### src/rtl/rca_pkg.sv
// Shared constants and helpers for the pipelined add/subtract unit.
// Mode-vector bit positions and saturation constants live here.
package rca_pkg;

    localparam int MODE_SUB   = 0;
    localparam int MODE_SIGND = 1;
    localparam int MODE_W     = 2;

    function automatic int clog2(input int v);
        int r;
        r = 0;
        while ((1 << r) < v) begin
            r++;
        end
        return r;
    endfunction

    function automatic logic [63:0] sat_smax(input int w);
        return (64'd1 << (w - 1)) - 64'd1;
    endfunction

    function automatic logic [63:0] sat_smin(input int w);
        return 64'd1 << (w - 1);
    endfunction

    function automatic logic [63:0] sat_umax(input int w);
        if (w >= 64) begin
            return '1;
        end
        return (64'd1 << w) - 64'd1;
    endfunction

endpackage

### src/rtl/addsub_slice.sv
// Combinational ripple-carry slice of width W.
// Also exposes the carry into its top bit for signed overflow.
module addsub_slice #(
    parameter int W = 4
) (
    input  logic [W-1:0] a,
    input  logic [W-1:0] b,
    input  logic         cin,
    output logic [W-1:0] s,
    output logic         cout,
    output logic         c_msb_in
);

    // Bitwise ripple carry chain across the slice
    always_comb begin
        logic [W:0] c;
        c    = '0;
        s    = '0;
        c[0] = cin;
        for (int j = 0; j < W; j++) begin
            s[j]   = a[j] ^ b[j] ^ c[j];
            c[j+1] = (a[j] & b[j]) |
                     (a[j] & c[j]) |
                     (b[j] & c[j]);
        end
        cout     = c[W];
        c_msb_in = c[W-1];
    end

endmodule

### src/rtl/pipelined_addsub_hs.sv
// Pipelined ripple-carry add/sub with valid/ready on both sides.
// Optional macro SAT_EN saturates the result on overflow.
module pipelined_addsub_hs
    import rca_pkg::*;
#(
    parameter int Nbits   = 16,
    parameter int Nstages = 4
) (
    input  logic             clk,
    input  logic             rst_n,
    input  logic             in_valid,
    output logic             in_ready,
    input  logic [Nbits-1:0] a,
    input  logic [Nbits-1:0] b,
    input  logic             cin,
    input  logic             sub,
    input  logic             signd,
    output logic             out_valid,
    input  logic             out_ready,
    output logic [Nbits-1:0] sum,
    output logic             cout,
    output logic             ovf
);

    localparam int S = Nbits / Nstages;
    localparam int L = Nstages - 1;

    typedef logic [Nbits-1:0]  word_t;
    typedef logic [MODE_W-1:0] mode_t;

    if ((Nstages < 1) ||
        ((1 << clog2(Nstages)) != Nstages) ||
        ((Nbits % Nstages) != 0)) begin : g_chk
        $fatal(1, "pipelined_addsub_hs: bad Nbits/Nstages");
    end

`ifdef SAT_EN
    localparam word_t SMAX = word_t'(sat_smax(Nbits));
    localparam word_t SMIN = word_t'(sat_smin(Nbits));
    localparam word_t UMAX = word_t'(sat_umax(Nbits));
`endif

    logic [Nstages-1:0]             v_q;
    logic [Nstages-1:0][Nbits-1:0]  a_q;
    logic [Nstages-1:0][Nbits-1:0]  b_q;
    logic [Nstages-1:0][Nbits-1:0]  s_q;
    logic [Nstages-1:0]             c_q;
    logic [Nstages-1:0][MODE_W-1:0] m_q;
    logic                           ovf_q;

    logic [Nstages-1:0]             rdy;

    logic [Nstages-1:0]             src_v;
    logic [Nstages-1:0][Nbits-1:0]  src_a;
    logic [Nstages-1:0][Nbits-1:0]  src_b;
    logic [Nstages-1:0][Nbits-1:0]  src_s;
    logic [Nstages-1:0]             src_c;
    logic [Nstages-1:0][MODE_W-1:0] src_m;
    logic [Nstages-1:0][Nbits-1:0]  nxt_s;

    logic [Nstages-1:0][S-1:0]      sl_s;
    logic [Nstages-1:0]             sl_co;
    logic [Nstages-1:0]             sl_cm;

    word_t fin_sum;
    logic  fin_ovf;
    mode_t fin_m;

    // Ready chain: a stage accepts if empty or its successor accepts
    always_comb begin
        logic r;
        r   = out_ready;
        rdy = '0;
        for (int i = Nstages - 1; i >= 0; i--) begin
            r      = !v_q[i] || r;
            rdy[i] = r;
        end
    end

    assign in_ready = rdy[0];

    // Operand/carry/mode sources feeding each stage
    always_comb begin
        mode_t m0;
        m0             = '0;
        m0[MODE_SUB]   = sub;
        m0[MODE_SIGND] = signd;
        src_v    = '0;
        src_a    = '0;
        src_b    = '0;
        src_s    = '0;
        src_c    = '0;
        src_m    = '0;
        src_v[0] = in_valid;
        src_a[0] = a;
        src_b[0] = sub ? ~b : b;
        src_c[0] = sub ? ~cin : cin;
        src_m[0] = m0;
        for (int i = 1; i < Nstages; i++) begin
            src_v[i] = v_q[i-1];
            src_a[i] = a_q[i-1];
            src_b[i] = b_q[i-1];
            src_s[i] = s_q[i-1];
            src_c[i] = c_q[i-1];
            src_m[i] = m_q[i-1];
        end
    end

    for (genvar g = 0; g < Nstages; g++) begin : g_slice
        addsub_slice #(
            .W(S)
        ) u_slice (
            .a        (src_a[g][g*S +: S]),
            .b        (src_b[g][g*S +: S]),
            .cin      (src_c[g]),
            .s        (sl_s[g]),
            .cout     (sl_co[g]),
            .c_msb_in (sl_cm[g])
        );
    end

    // Merge each resolved slice into the forwarded lower sum bits
    always_comb begin
        nxt_s = '0;
        for (int i = 0; i < Nstages; i++) begin
            nxt_s[i]            = src_s[i];
            nxt_s[i][i*S +: S]  = sl_s[i];
        end
    end

    // Final stage: overflow judgement and optional saturation mux
    always_comb begin
        fin_m   = src_m[L];
        fin_sum = nxt_s[L];
        if (fin_m[MODE_SIGND]) begin
            fin_ovf = sl_cm[L] ^ sl_co[L];
        end else if (fin_m[MODE_SUB]) begin
            fin_ovf = ~sl_co[L];
        end else begin
            fin_ovf = sl_co[L];
        end
`ifdef SAT_EN
        if (fin_ovf) begin
            if (fin_m[MODE_SIGND]) begin
                fin_sum = src_a[L][Nbits-1] ? SMIN : SMAX;
            end else begin
                fin_sum = fin_m[MODE_SUB] ? '0 : UMAX;
            end
        end
`endif
    end

    // Stage registers advance only where the ready chain allows
    always_ff @(posedge clk or negedge rst_n) begin
        if (!rst_n) begin
            v_q   <= '0;
            a_q   <= '0;
            b_q   <= '0;
            s_q   <= '0;
            c_q   <= '0;
            m_q   <= '0;
            ovf_q <= 1'b0;
        end else begin
            for (int i = 0; i < Nstages; i++) begin
                if (rdy[i]) begin
                    v_q[i] <= src_v[i];
                    if (src_v[i]) begin
                        a_q[i] <= src_a[i];
                        b_q[i] <= src_b[i];
                        m_q[i] <= src_m[i];
                        c_q[i] <= sl_co[i];
                        s_q[i] <= (i == L) ? fin_sum
                                           : nxt_s[i];
                    end
                end
            end
            if (rdy[L] && src_v[L]) begin
                ovf_q <= fin_ovf;
            end
        end
    end

    assign out_valid = v_q[L];
    assign sum       = s_q[L];
    assign cout      = c_q[L];
    assign ovf       = ovf_q;

    logic unused_bits;
    assign unused_bits = ^{a_q[L], b_q[L], m_q[L], sl_cm};

endmodule
### config.mk
export PLATFORM = sky130hd
export DESIGN_NAME = pipelined_addsub_hs
export DESIGN_NICKNAME = d
export VERILOG_FILES = /design/src/rtl/rca_pkg.sv /design/src/rtl/addsub_slice.sv /design/src/rtl/pipelined_addsub_hs.sv
export SDC_FILE = /design/constraint.sdc
export NUM_CORES = 1
export LEC_CHECK = 0
export CAP_MARGIN = 20
export CORE_MARGIN = 5
export CORE_UTILIZATION = 51
export DETAILED_ROUTE_END_ITERATION = 10
export GPL_TIMING_DRIVEN = 0
export PLACE_DENSITY = 0.75
export SYNTH_ARGS = -nofsm -noshare
export SYNTH_HDL_FRONTEND = slang
export SYNTH_SLANG_ARGS = --single-unit
### constraint.sdc
create_clock -name clk -period 4 [get_ports clk]
set_input_delay 0.8 -clock clk [delete_from_list [all_inputs] [get_ports clk]]
set_output_delay 0.8 -clock clk [all_outputs]
set_load 0.005 [all_outputs]
; After elaboration in Yosys (flattened, before gate mapping)
; Index checks and enable logic that the tools add are counted.
[word_totals]
reg_bits = 151
elab_cells = 155
[op_classes]
muxes = 4
n_bitwise = 116
n_reduce_logical = 13
[op_table]
columns = cell, count
row1 = AND 1 bit, 48
row2 = XOR 1 bit, 33
row3 = OR 1 bit, 32
row4 = 2-to-1 mux 16 bit, 1
row5 = inverter 16 bit, 1
row6 = AND reduction 2 bit, 4
row7 = logical NOT 1 bit, 4
row8 = logical OR 1 bit, 4
row9 = 2-to-1 mux 1 bit, 3
row10 = inverter 1 bit, 2
row11 = logical AND 1 bit, 1

; Longest topological paths before layout
[logic_depth]
depth_word = 15
ltp_mapped = 10
mapped_depth_nobuf = 9

; By module
; A second synthesis with hierarchy kept.
[hier_totals]
hier_cells = 300
area_unflattened_um2 = 4631.9
[by_module_without_submodules]
columns = mod, instances, cells_each, area_per_inst_um2, seq_area_each_um2
row1 = pipelined_addsub_hs, 1, 244, 4161.5, 2577.5
row2 = addsub_slice, 4, 14, 117.6, 0.0

; Worst setup path before layout
; OpenSTA, ideal clock, no wires.
[synth_timing]
path_type = input port to flip-flop
startpoint = input port sub
endpoint = register s_q (netlist bit nxt_s[19])
setup_ns = 0.125
arrival_time_ns = 3.146
t_required_ns = 3.875
setup_slack_ns = 0.729
path_stages = 10
path_buffers = 2
cell_sequence = buf_2 > buf_2 > xor2_1 > fa_1 > inv_1 > fa_1 > fa_1 > inv_1 > fa_1 > mux2_2
[synth_between]
elab_chain_cells = 11
word_cells_on_any_way = 19
cone_classes = mux (2) / bitwise (17)
[synth_lines]
columns = item, line_no
row1 = from (decl), pipelined_addsub_hs.sv:16  ; input logic sub,
row2 = 2-to-1 mux 16 bit or 2-to-1 mux 1 bit (tied branches), "pipelined_addsub_hs.sv:96, pipelined_addsub_hs.sv:97"
row3 = AND 1 bit (on tied branches), "addsub_slice.sv:22, addsub_slice.sv:23"
row4 = OR 1 bit, addsub_slice.sv:22  ; c[j+1] = (a[j] & b[j]) |
row5 = OR 1 bit, addsub_slice.sv:23  ; (a[j] & c[j]) |
row6 = AND 1 bit, addsub_slice.sv:23
row7 = OR 1 bit, addsub_slice.sv:22
row8 = OR 1 bit, addsub_slice.sv:23
row9 = AND 1 bit, addsub_slice.sv:23
row10 = OR 1 bit, addsub_slice.sv:22
row11 = OR 1 bit, addsub_slice.sv:23
row12 = XOR 1 bit (*), addsub_slice.sv:21  ; s[j] = a[j] ^ b[j] ^ c[j];
row13 = named net g_slice[0].u_slice.s[3], addsub_slice.sv:9  ; output logic [W-1:0] s,
row14 = "to (signal, indexed assignment)", pipelined_addsub_hs.sv:172  ; s_q[i] <= (i == L) ? fin_sum
row15 = to (decl), pipelined_addsub_hs.sv:46  ; logic [Nstages-1:0][Nbits-1:0] s_q;
; The timed path passes the listed nets; every way through them passes the cells marked *.
; A chain may end at the register's enable or synchronous reset.

; Worst setup path after layout
[layout_timing]
startpoint = input port out_ready
endpoint = output port in_ready
[layout_between]
elab_chain_cells = 4
[layout_lines]
columns = item, line_no
row1 = from (decl), pipelined_addsub_hs.sv:19  ; input logic out_ready,
row2 = logical OR 1 bit (4 in series), pipelined_addsub_hs.sv:75  ; r = !v_q[i] || r;
row3 = to (decl), pipelined_addsub_hs.sv:12  ; output logic in_ready,
; No other way between the ends.

==> run_results.csv <==
group,metric,value,unit
run_status,outcome,"completed",
pwr,ir_worst_vdd,0.2429,mV
route,dr_total_vias,2358,
grt,grt_first_pass_wirelength,13130,um
timing,setup_repair_after_global_routing_missed_its_margin,"no",
finish,final_nets,423,
timing,achievable-frequency,324.0,MHz
grt,antenna_violations_before_repair,0,
route,route.antenna.remaining_nets,0,
cts,cts.repair.resized,0,
grt,grt.overflow.total,0,
route,drt_first_iter_violations,117,
synth,mappedNetlistNets,354,
floorplan,core,0.008636,mm^2
route,routed_via_density,4.902,
route,routed_wl,7453,um
setup_path,worst-endpoint-arrival,2.29,ns
timing,final.min_clock_period,3.087,ns
cts,hold_buffers,0,
floorplan,io_pins,59,
timing,max_slew_margin,72.97,%
floorplan,fp.dieArea,0.01071,mm^2
placement,dp_hpwl,5552,um
setup_path,worstPathCellList,"clkdlybuf4s50_1 -> and4b_1 -> buf_6 -> nand2_1 -> clkdlybuf4s50_1",
placement,finalWeightedCongestion,0.7393,
setup_path,worst_path_max_delay_cell,"sky130_fd_sc_hd__clkdlybuf4s50_1",
timing,final_worst_setup_slack,0.9134,ns
floorplan,die_h,103.5,um
grt,pin_count_of_the_biggest_net_entering_global_routing,75,
setup_path,critical_path_data_required_time,3.20,ns
synth,syn_area,0.004459,mm^2
synth,asyncSetResetFlopFracSynth,100.0,%
timing,final.setup_skew,0.01229,ns
pwr,total_power,3.277,mW
cts,worst_setup_hold_path_clk_slew,0.10,ns
pwr,power-per-cell-area,609.3,mW/mm^2
synth,yosys-top-cells-area,"sky130_fd_sc_hd__dfrtp_1, sky130_fd_sc_hd__mux2_2, sky130_fd_sc_hd__fa_1",
route,first_pass_iters,4,
cts,clock_tree_from_tritoncts,"built",
synth,postSynthRegisterBits,103,
synth,synthDistinctLibCells,19,
timing,finalHoldViolations,0,
setup_path,critical-path-top-cell-by-count,"sky130_fd_sc_hd__clkdlybuf4s50_1",
timing,timing.final.setup_violations,0,
synth,avgSynthCellArea,14.91,um^2
setup_path,timing.critical_path.buf_inv,3,
floorplan,die_w,103.5,um
pwr,static-leakage-power,2.405,nW
finish,drive_gt1_share,29.76,%
setup_path,start_kind,"input port",
cts,worstSkewPairLatency,0.36,ns
finish,post-route-cell-area,0.005378,mm^2
route,post-route-drc-count,0,
timing,tightest_slew,0.4054,ns
finish,area_growth_syn_to_layout,20.59,%
hold_path,hold_path.class,"in2async",
placement,worst_slack_placed,0.5115,ns
synth,synth_warnings,0,
setup_path,reg2reg_slack,1.72,ns
setup_path,criticalPathCategory,"in2out",
finish,final_core_utilization,62.27,%
cts,postCtsSetupRepairBufs,0,
setup_path,critPathTopFamily,"buffers and inverters",
floorplan,placement_rows,34,
synth,synth-seq-area-share,57.80,%
synth,synthDominantAreaCellType,"sky130_fd_sc_hd__dfrtp_1",
cts,cts_inserted_buffers,9,
run,number_of_violations_of_the_max_capacitance_limit,0,
synth,area_fraction_of_the_dominant_cell_type_after_synthesis,57.80,%
cts,htreeDepth,3,
setup_path,critPathMaxStageDelay,0.51,ns
cts,tritoncts_num_sinks,103,
finish,count_of_inserted_antenna_diode_cells,0,
setup_path,worst-path-max-fanout,7,
setup_path,critical_path.endpoint_type,"primary output",
timing,post-route-period-util,77.16,%
placement,dpl_cell_area,0.005190,mm^2
timing,maxSlewViolCount,0,
cts,clockRootBuffer,"sky130_fd_sc_hd__clkbuf_8",
cts,clock_path_buffers,2,
placement,port_buffers,57,
synth,synth_top_flop_cell,"sky130_fd_sc_hd__dfrtp_1",
synth,synth-edff-count,0,
grt,grtUsageTotal,15.16,%
floorplan,floorplan.initialDensity,51.64,%
grt,grt_pass1_vias,2622,
route,routedWlPerCell,15.49,um
synth,syn-instance-count,299,
[report_power, final]
part	switching [mW]	internal (mW)	total, mW	leakage (nW)
Combinational	0.404	0.644	1.05	1.10
Clock	0.363	0.252	0.615	0.0952
Sequential	0.198	1.42	1.61	1.20
[cells in the mapped netlist, types with 6 or more instances]
| cell | instances |
|---|---|
| sky130_fd_sc_hd__o21ai_0 | 10 |
| sky130_fd_sc_hd__mux2_2 | 80 |
| sky130_fd_sc_hd__mux2i_1 | 11 |
| sky130_fd_sc_hd__fa_1 | 16 |
| sky130_fd_sc_hd__xor2_1 | 14 |
| sky130_fd_sc_hd__inv_1 | 33 |
| sky130_fd_sc_hd__buf_2 | 6 |
| sky130_fd_sc_hd__dfrtp_1 | 103 |
[metrics by stage]
step                      cells  hold slack [ns]  setup TNS, ns
after global routing        481           0.3849              0
after global placement      464           0.4669        -165.68
final                       481           0.3606              0
after detailed placement    465           0.4839              0
after CTS                   481           0.3666              0
after floorplan             299           0.4541              0
[path summary, 6_finish.rpt]
path / start / endpoint / cells after the start
max: out_ready / in_ready / 5
min: rst_n / fin_sum[3] / 1
max reg2reg: a_q[44] / ovf / 9
min reg2reg: nxt_s[32] / fin_sum[0] / 1
max in group asynchronous: rst_n / b_q[13] / 2
min in group clk: nxt_s[32] / fin_sum[0] / 1
[kinds of logic after synthesis]
| family | count (synthesis) | synth area share, % |
|---|---|---|
| XOR/XNOR | 18 | 3.535 |
| buffers and inverters | 44 | 4.630 |
| AND/OR/NAND/NOR | 12 | 1.627 |
| adder cells (fa/ha/maj) | 16 | 7.183 |
| flip-flops | 103 | 57.80 |
| AO/OA/AOI/OAI | 11 | 1.543 |
| multiplexers | 95 | 23.68 |
[layout make-up]
type,instances,area (um^2)
Sequential cell,103,2577
Tap cell,108,135.1
Timing Repair Buffer,58,595.6
Fill cell,669,3258
Multi-Input combinational cell,152,1675
Clock buffer,10,137.6
Inverter,33,123.9
Buffer,11,82.58
Clock inverter,6,50.05
[layout by cell type, fill, tap and decap left out, types with 2 or more instances in the layout]
cell type,synthesis,routed
sky130_fd_sc_hd__dfrtp_1,103,103
sky130_fd_sc_hd__mux2_2,80,80
sky130_fd_sc_hd__clkdlybuf4s50_1,0,56
sky130_fd_sc_hd__inv_1,33,33
sky130_fd_sc_hd__fa_1,16,16
sky130_fd_sc_hd__xor2_1,14,14
sky130_fd_sc_hd__mux2i_1,11,11
sky130_fd_sc_hd__o21ai_0,10,10
sky130_fd_sc_hd__clkbuf_8,0,10
sky130_fd_sc_hd__buf_2,6,6
sky130_fd_sc_hd__xnor2_1,4,4
sky130_fd_sc_hd__buf_6,4,4
sky130_fd_sc_hd__nand2_1,4,4
sky130_fd_sc_hd__mux2_1,4,4
sky130_fd_sc_hd__nand2b_1,4,4
sky130_fd_sc_hd__buf_4,1,2
sky130_fd_sc_hd__inv_6,0,2
[state kept, by name, indices dropped and copies added (netlist names)]
name,flops
ovf,1
m_q,4
b_q,24
sum,16
fin_sum,12
nxt_s,12
c_q,4
v_q,4
fin_m,2
a_q,24
[layer usage]
metal  global-route usage (%)  up-vias  routed length, um
met2                    24.04       39               3697
met1                    20.63     1174               3349
met4                    5.717        0                133
li1                         -     1134                  -
met3                    3.172       11                271
met5                        0        -                  0
[worst reg2reg max path: cells and delay by family, from the launching register on]
kind                     cells  cell delay [ns]
XOR/XNOR                     1             0.18
adder cells (fa/ha/maj)      4             1.18
buffers and inverters        3             0.19
multiplexers                 1             0.26
flip-flops                   1             0.35
No activity file was read; power rests on OpenSTA's default activity.
